**config.mk**
```make
export PLATFORM = sky130hd
export DESIGN_NAME = datain_buf
export DESIGN_NICKNAME = d
export VERILOG_FILES = /design/src/rtl/datain_buf.sv
export SDC_FILE = /design/constraint.sdc
export NUM_CORES = 1
export LEC_CHECK = 0
export CAP_MARGIN = 0
export CORE_AREA = 4 4 186 224
export CTS_BUF_LIST = sky130_fd_sc_hd__clkbuf_8 sky130_fd_sc_hd__clkbuf_16
export DETAILED_ROUTE_END_ITERATION = 12
export DIE_AREA = 0 0 190 228
export DONT_BUFFER_PORTS = 1
export GPL_TIMING_DRIVEN = 0
export PLACE_DENSITY_LB_ADDON = 0.2
export SETUP_SLACK_MARGIN = 0.1
export SLEW_MARGIN = 10
export SYNTH_ARGS = -nofsm -noshare
export SYNTH_HDL_FRONTEND = slang
export SYNTH_SLANG_ARGS = --single-unit
```
**constraint.sdc**
```tcl
create_clock -name clk -period 8 [get_ports clk]
set_clock_uncertainty 0.05 [all_clocks]
set_input_delay 1.6 -clock clk [delete_from_list [all_inputs] [get_ports clk]]
set_output_delay 1.6 -clock clk [all_outputs]
set_load 0.02 [all_outputs]
```
**src/rtl/datain_buf.sv**
```systemverilog
// datain_buf: ejection-side capture buffer. Stores valid flits in order,
// detects end of burst by idle timeout, keeps a running XOR checksum and
// offers a registered sequential read port.
module datain_buf #(
  parameter int DEPTH        = 30,
  parameter int AW           = 5,
  parameter int IDLE_TIMEOUT = 8
) (
  input  logic          clk,
  input  logic          rst,
  input  logic [19:0]   datain,
  input  logic          in_valid,
  input  logic          clear,
  input  logic          rd_en,
  output logic [19:0]   rd_data,
  output logic          rd_valid,
  output logic [AW:0]   count,
  output logic          full,
  output logic          dropped,
  output logic          done,
  output logic [19:0]   checksum
);

  // state   | meaning
  // S_IDLE  | armed, nothing stored yet
  // S_CAPTURE | burst in progress, counting idle cycles since last flit
  // S_DONE  | idle timeout reached; new flits are discarded until clear/rst
  typedef enum logic [1:0] {S_IDLE, S_CAPTURE, S_DONE} state_t;

  localparam int            IW      = $clog2(IDLE_TIMEOUT + 1);
  localparam logic [AW:0]   DEPTH_C = (AW+1)'(DEPTH);
  localparam logic [IW-1:0] TMO_M1  = IW'(IDLE_TIMEOUT - 1);

  logic [19:0]   mem_q [DEPTH];

  state_t        state_q, state_d;
  logic [AW-1:0] wr_ptr_q, wr_ptr_d;
  logic [AW:0]   rd_ptr_q, rd_ptr_d;
  logic [AW:0]   count_q, count_d;
  logic [IW-1:0] idle_cnt_q, idle_cnt_d;
  logic          dropped_q, dropped_d;
  logic          done_q, done_d;
  logic [19:0]   checksum_q, checksum_d;
  logic [19:0]   rd_data_q, rd_data_d;
  logic          rd_valid_q, rd_valid_d;
  logic          wr_en;

  assign full     = (count_q == DEPTH_C);
  assign count    = count_q;
  assign dropped  = dropped_q;
  assign done     = done_q;
  assign checksum = checksum_q;
  assign rd_data  = rd_data_q;
  assign rd_valid = rd_valid_q;

  // Next-state logic: clear dominates; capture and read proceed independently.
  always_comb begin
    state_d    = state_q;
    wr_ptr_d   = wr_ptr_q;
    rd_ptr_d   = rd_ptr_q;
    count_d    = count_q;
    idle_cnt_d = idle_cnt_q;
    dropped_d  = dropped_q;
    done_d     = done_q;
    checksum_d = checksum_q;
    rd_data_d  = rd_data_q;
    rd_valid_d = 1'b0;
    wr_en      = 1'b0;
    if (clear) begin
      state_d    = S_IDLE;
      wr_ptr_d   = '0;
      rd_ptr_d   = '0;
      count_d    = '0;
      idle_cnt_d = '0;
      dropped_d  = 1'b0;
      done_d     = 1'b0;
      checksum_d = '0;
      rd_data_d  = '0;
    end else begin
      case (state_q)
        S_IDLE: begin
          if (in_valid) begin
            wr_en      = 1'b1;
            wr_ptr_d   = wr_ptr_q + 1'b1;
            count_d    = (AW+1)'(1);
            checksum_d = datain;
            idle_cnt_d = '0;
            state_d    = S_CAPTURE;
          end
        end
        S_CAPTURE: begin
          if (in_valid) begin
            idle_cnt_d = '0;
            if (!full) begin
              wr_en      = 1'b1;
              wr_ptr_d   = wr_ptr_q + 1'b1;
              count_d    = count_q + 1'b1;
              checksum_d = checksum_q ^ datain;
            end else begin
              dropped_d = 1'b1;
            end
          end else if (idle_cnt_q == TMO_M1) begin
            idle_cnt_d = idle_cnt_q + 1'b1;
            done_d     = 1'b1;
            state_d    = S_DONE;
          end else begin
            idle_cnt_d = idle_cnt_q + 1'b1;
          end
        end
        S_DONE: begin
          if (in_valid) dropped_d = 1'b1;
        end
        default: state_d = S_IDLE;
      endcase
      // Pre-edge count is used, so an entry written this edge is not yet readable.
      if (rd_en && (rd_ptr_q < count_q)) begin
        rd_data_d  = mem_q[rd_ptr_q[AW-1:0]];
        rd_valid_d = 1'b1;
        rd_ptr_d   = rd_ptr_q + 1'b1;
      end
    end
  end

  // Control and output registers with asynchronous reset.
  always_ff @(posedge clk or posedge rst) begin
    if (rst) begin
      state_q    <= S_IDLE;
      wr_ptr_q   <= '0;
      rd_ptr_q   <= '0;
      count_q    <= '0;
      idle_cnt_q <= '0;
      dropped_q  <= 1'b0;
      done_q     <= 1'b0;
      checksum_q <= '0;
      rd_data_q  <= '0;
      rd_valid_q <= 1'b0;
    end else begin
      state_q    <= state_d;
      wr_ptr_q   <= wr_ptr_d;
      rd_ptr_q   <= rd_ptr_d;
      count_q    <= count_d;
      idle_cnt_q <= idle_cnt_d;
      dropped_q  <= dropped_d;
      done_q     <= done_d;
      checksum_q <= checksum_d;
      rd_data_q  <= rd_data_d;
      rd_valid_q <= rd_valid_d;
    end
  end

  // Flit storage; contents are intentionally left unreset.
  always_ff @(posedge clk) begin
    if (wr_en && !rst) mem_q[wr_ptr_q] <= datain;
  end

endmodule

```
==> flow_metrics.env <==
export IMPL_detail_route_first_pass_iterations=6
export IMPL_hold_end="idle_cnt_q[1]"
export IMPL_setup_worst_path_class="reg2reg"
export IMPL_die_y_um=228
export IMPL_cts_tree="built"
export IMPL_gp_congestion=0.893
export IMPL_cts_setup_buffers=0
export IMPL_drc=0
export IMPL_nFillCells=2129
export IMPL_status="completed"
export IMPL_tightestPinTransition_ps=1040
export IMPL_ys_seq_elements=666
export IMPL_cts_sinks=666
export IMPL_power_per_cell_area_nw_per_um2=253
export IMPL_placementRows=80
export IMPL_setup_violations=0
export IMPL_cts_root_buf="clkbuf_16"
export IMPL_switching_share_pct=22.0
export IMPL_vias_per_cell=6.84
export IMPL_start_kind="flop"
export IMPL_power_uw=7500
export IMPL_drive_gt1_share_pct=24.3
export IMPL_syn_nets=1401
export IMPL_antenna_found_initial=1
export IMPL_timing_final_crit_period_ps=4240
export IMPL_grt_pass1_vias=14500
export IMPL_rsz0062_at_grt="false"
export IMPL_grt_max_degree=51
export IMPL_grt_remaining_overflow=0
export IMPL_async_flop_share_pct=9.91
export IMPL_netlist_top_cell_by_area="edfxtp_1"
export IMPL_synth_edf_count=600
export IMPL_synth_cells=1363
export IMPL_critPathRequiredTime_ps=8260
export IMPL_rr_startpoint="count[0]"
export IMPL_max_clock_freq_ghz=0.236
export IMPL_yosysWarnings=0
export IMPL_clk_pin_slew_worst_paths_ps=60
export IMPL_grt_use_total_pct=29.4
export IMPL_yosysUniqueCellTypes=57
export IMPL_dp_hpwl_mm=39.1
export IMPL_final_cell_mix="edfxtp_1 (600), mux4_2 (136), dfrtp_1 (66), clkbuf_16 (61), nor2_1 (45)"
export IMPL_min_path_cells=2
export IMPL_max_vdd_ir_drop_mv=0.249
export IMPL_first_iter_violations=2109
export IMPL_start_util_pct=67.0
export IMPL_wire_per_inst_um=30.8
export IMPL_cp_arrival_ps=4500
export IMPL_p_comb_share_pct=8.5
export IMPL_areaGrowthSynthToFinish_pct=11.8
export IMPL_clock_latency_ps=620
export IMPL_clkPwrFrac_pct=39.7
export IMPL_seq_area_sq_um=19700
export IMPL_die_area_sq_um=43300
export IMPL_routed_wl_mm=62.3
export IMPL_antenna_cells=0
export IMPL_finalNetCount=1476
export IMPL_core_area_sq_um=39500
export IMPL_cts_htree_levels=2
export IMPL_reg2reg_slack_ps=3760
export IMPL_multiInputGateArea_sq_um=6390
export IMPL_drv_cap=0
export IMPL_ys_seq_area_share_pct=74.2
export IMPL_ant_nets=0
export IMPL_tns_ps=0
export IMPL_syn_cell_area_sq_um=26500
export IMPL_grt_pass1_wl_mm=93.5
export IMPL_reg2reg_depth=8
export IMPL_final_hold_viol_count=0
export IMPL_switchingPower_uw=1650
export IMPL_worst_path_max_fanout=12
export IMPL_die_width_um=190
export IMPL_hp_start="idle_cnt_q[1]"
export IMPL_io_pins=75
export IMPL_yosys_top_cells_area="edfxtp_1 (68%), mux4_2 (12%), dfrtp_1 (6.2%)"
export IMPL_vias=13800
export IMPL_avgSynthCellArea_sq_um=19.4
export IMPL_portBuffers=0
export IMPL_cp_end_kind="flop"
export IMPL_internal_power_uw=5850
export IMPL_final_util_pct=74.9
export IMPL_final_common_cell="edfxtp_1"
export IMPL_cts_resized=0
export IMPL_hold_path_class="reg2reg"
export IMPL_synth_ff_type="edfxtp_1"
export IMPL_cts_path_max_buffers=3
export IMPL_yosys_area_top_type_share_pct=68.0
export IMPL_relSlewSlack_pct=30.5
export IMPL_p_leak_uw=0.00954
export IMPL_slew_violations=0
export IMPL_timing_rr_end="mem_q[16][7]"
export IMPL_tritoncts_num_buffers=60
export IMPL_fin_crit_sh_pct=53.0
export IMPL_p_seq_share_pct=51.8
export IMPL_holdBufCountCts=0
-- power by group through the flow --
stage	Clock (uW)	Sequential (uW)	Combinational (uW)
global route	3150	3890	681
global placement	0	3960	616
floorplan	0	3950	473
CTS	2980	3890	641
detailed placement	0	3960	635
finish	2980	3890	639
-- through the flow --
step           worst slack (ps)  instances  hold slack [ps]  area (sq um)
3_3_place_gp               2540       1896              505         27200
5_1_grt                    3410       2023              583         29600
3_5_place_dp               3210       1909              524         27600
4_1_cts                    3800       2023              534         29600
2_1_floorplan              4040       1363              473         26500
6_report                   3760       2023              539         29600
-- worst max-delay path by stage --
stage	from	endpoint	depth (start not counted)	slack (ps)
global placement	in_valid	mem_q[12][12]	5	2540
detailed placement	in_valid	mem_q[12][16]	5	3210
floorplan	in_valid	mem_q[12][0]	5	4040
CTS	count[0]	mem_q[12][14]	7	3800
global route	count[0]	mem_q[16][7]	8	3410
finish	count[0]	mem_q[16][7]	8	3760
-- Yosys cell counts (6+ instances only) --
library cell  number
buf_6             14
nor2b_1            6
ha_1              13
xnor2_1           24
mux2_2            28
nor3b_1            9
nor3_1             8
a21oi_1           22
inv_1             31
buf_4              6
o22ai_1           22
o21ai_0           13
o2111ai_1          8
nand2_1           37
buf_2             24
a221oi_2           8
mux4_2           136
nor2_1            75
a22o_1            26
edfxtp_1         600
a31oi_1           27
mux2i_1           36
or2_1              8
clkbuf_1          29
or3_1              7
dfrtp_1           66
-- registers in the layout (all words and copies together) (netlist names) --
| signal | flops |
|---|---|
| dropped | 1 |
| wr_ptr_q | 5 |
| done | 1 |
| rd_data | 20 |
| mem_q | 600 |
| count | 6 |
| rd_ptr_q | 6 |
| idle_cnt_q | 4 |
| state_q | 2 |
| rd_valid | 1 |
| checksum | 20 |
-- area by class of cell --
type	count	area share, %
Buffer	81	1.67
Clock buffer	66	5.38
Clock inverter	48	1.56
Inverter	32	0.414
Multi-Input combinational cell	584	21.6
Sequential cell	666	66.4
Tap cell	533	2.25
Timing Repair Buffer	13	0.785
-- worst max-delay path, stage by stage (launching register included) --
cell	delay (ps)
dfrtp_1	540
inv_1	150
ha_1	220
nand4_1	150
nor2_1	150
a2111oi_1	940
nand2_1	720
nor2_2	760
buf_8	250
-- cells by family after synthesis --
logic type,share of synthesized area [%]
xor+xnor,0.925
simple gates,3.09
mux,14.1
flops,74.2
compound gates,4.73
buf+inv,2.32
fa+ha+maj,0.614
-- routing by layer --
metal | global-route usage [%] | up-vias | wire, um
met4 | 10.9 | 0 | 2610
li1 | - | 5703 | -
met2 | 47.3 | 857 | 31100
met3 | 6.50 | 181 | 6330
met1 | 40.6 | 7091 | 22300
met5 | 0 | - | 0
Power figures use the tool's default switching activity.
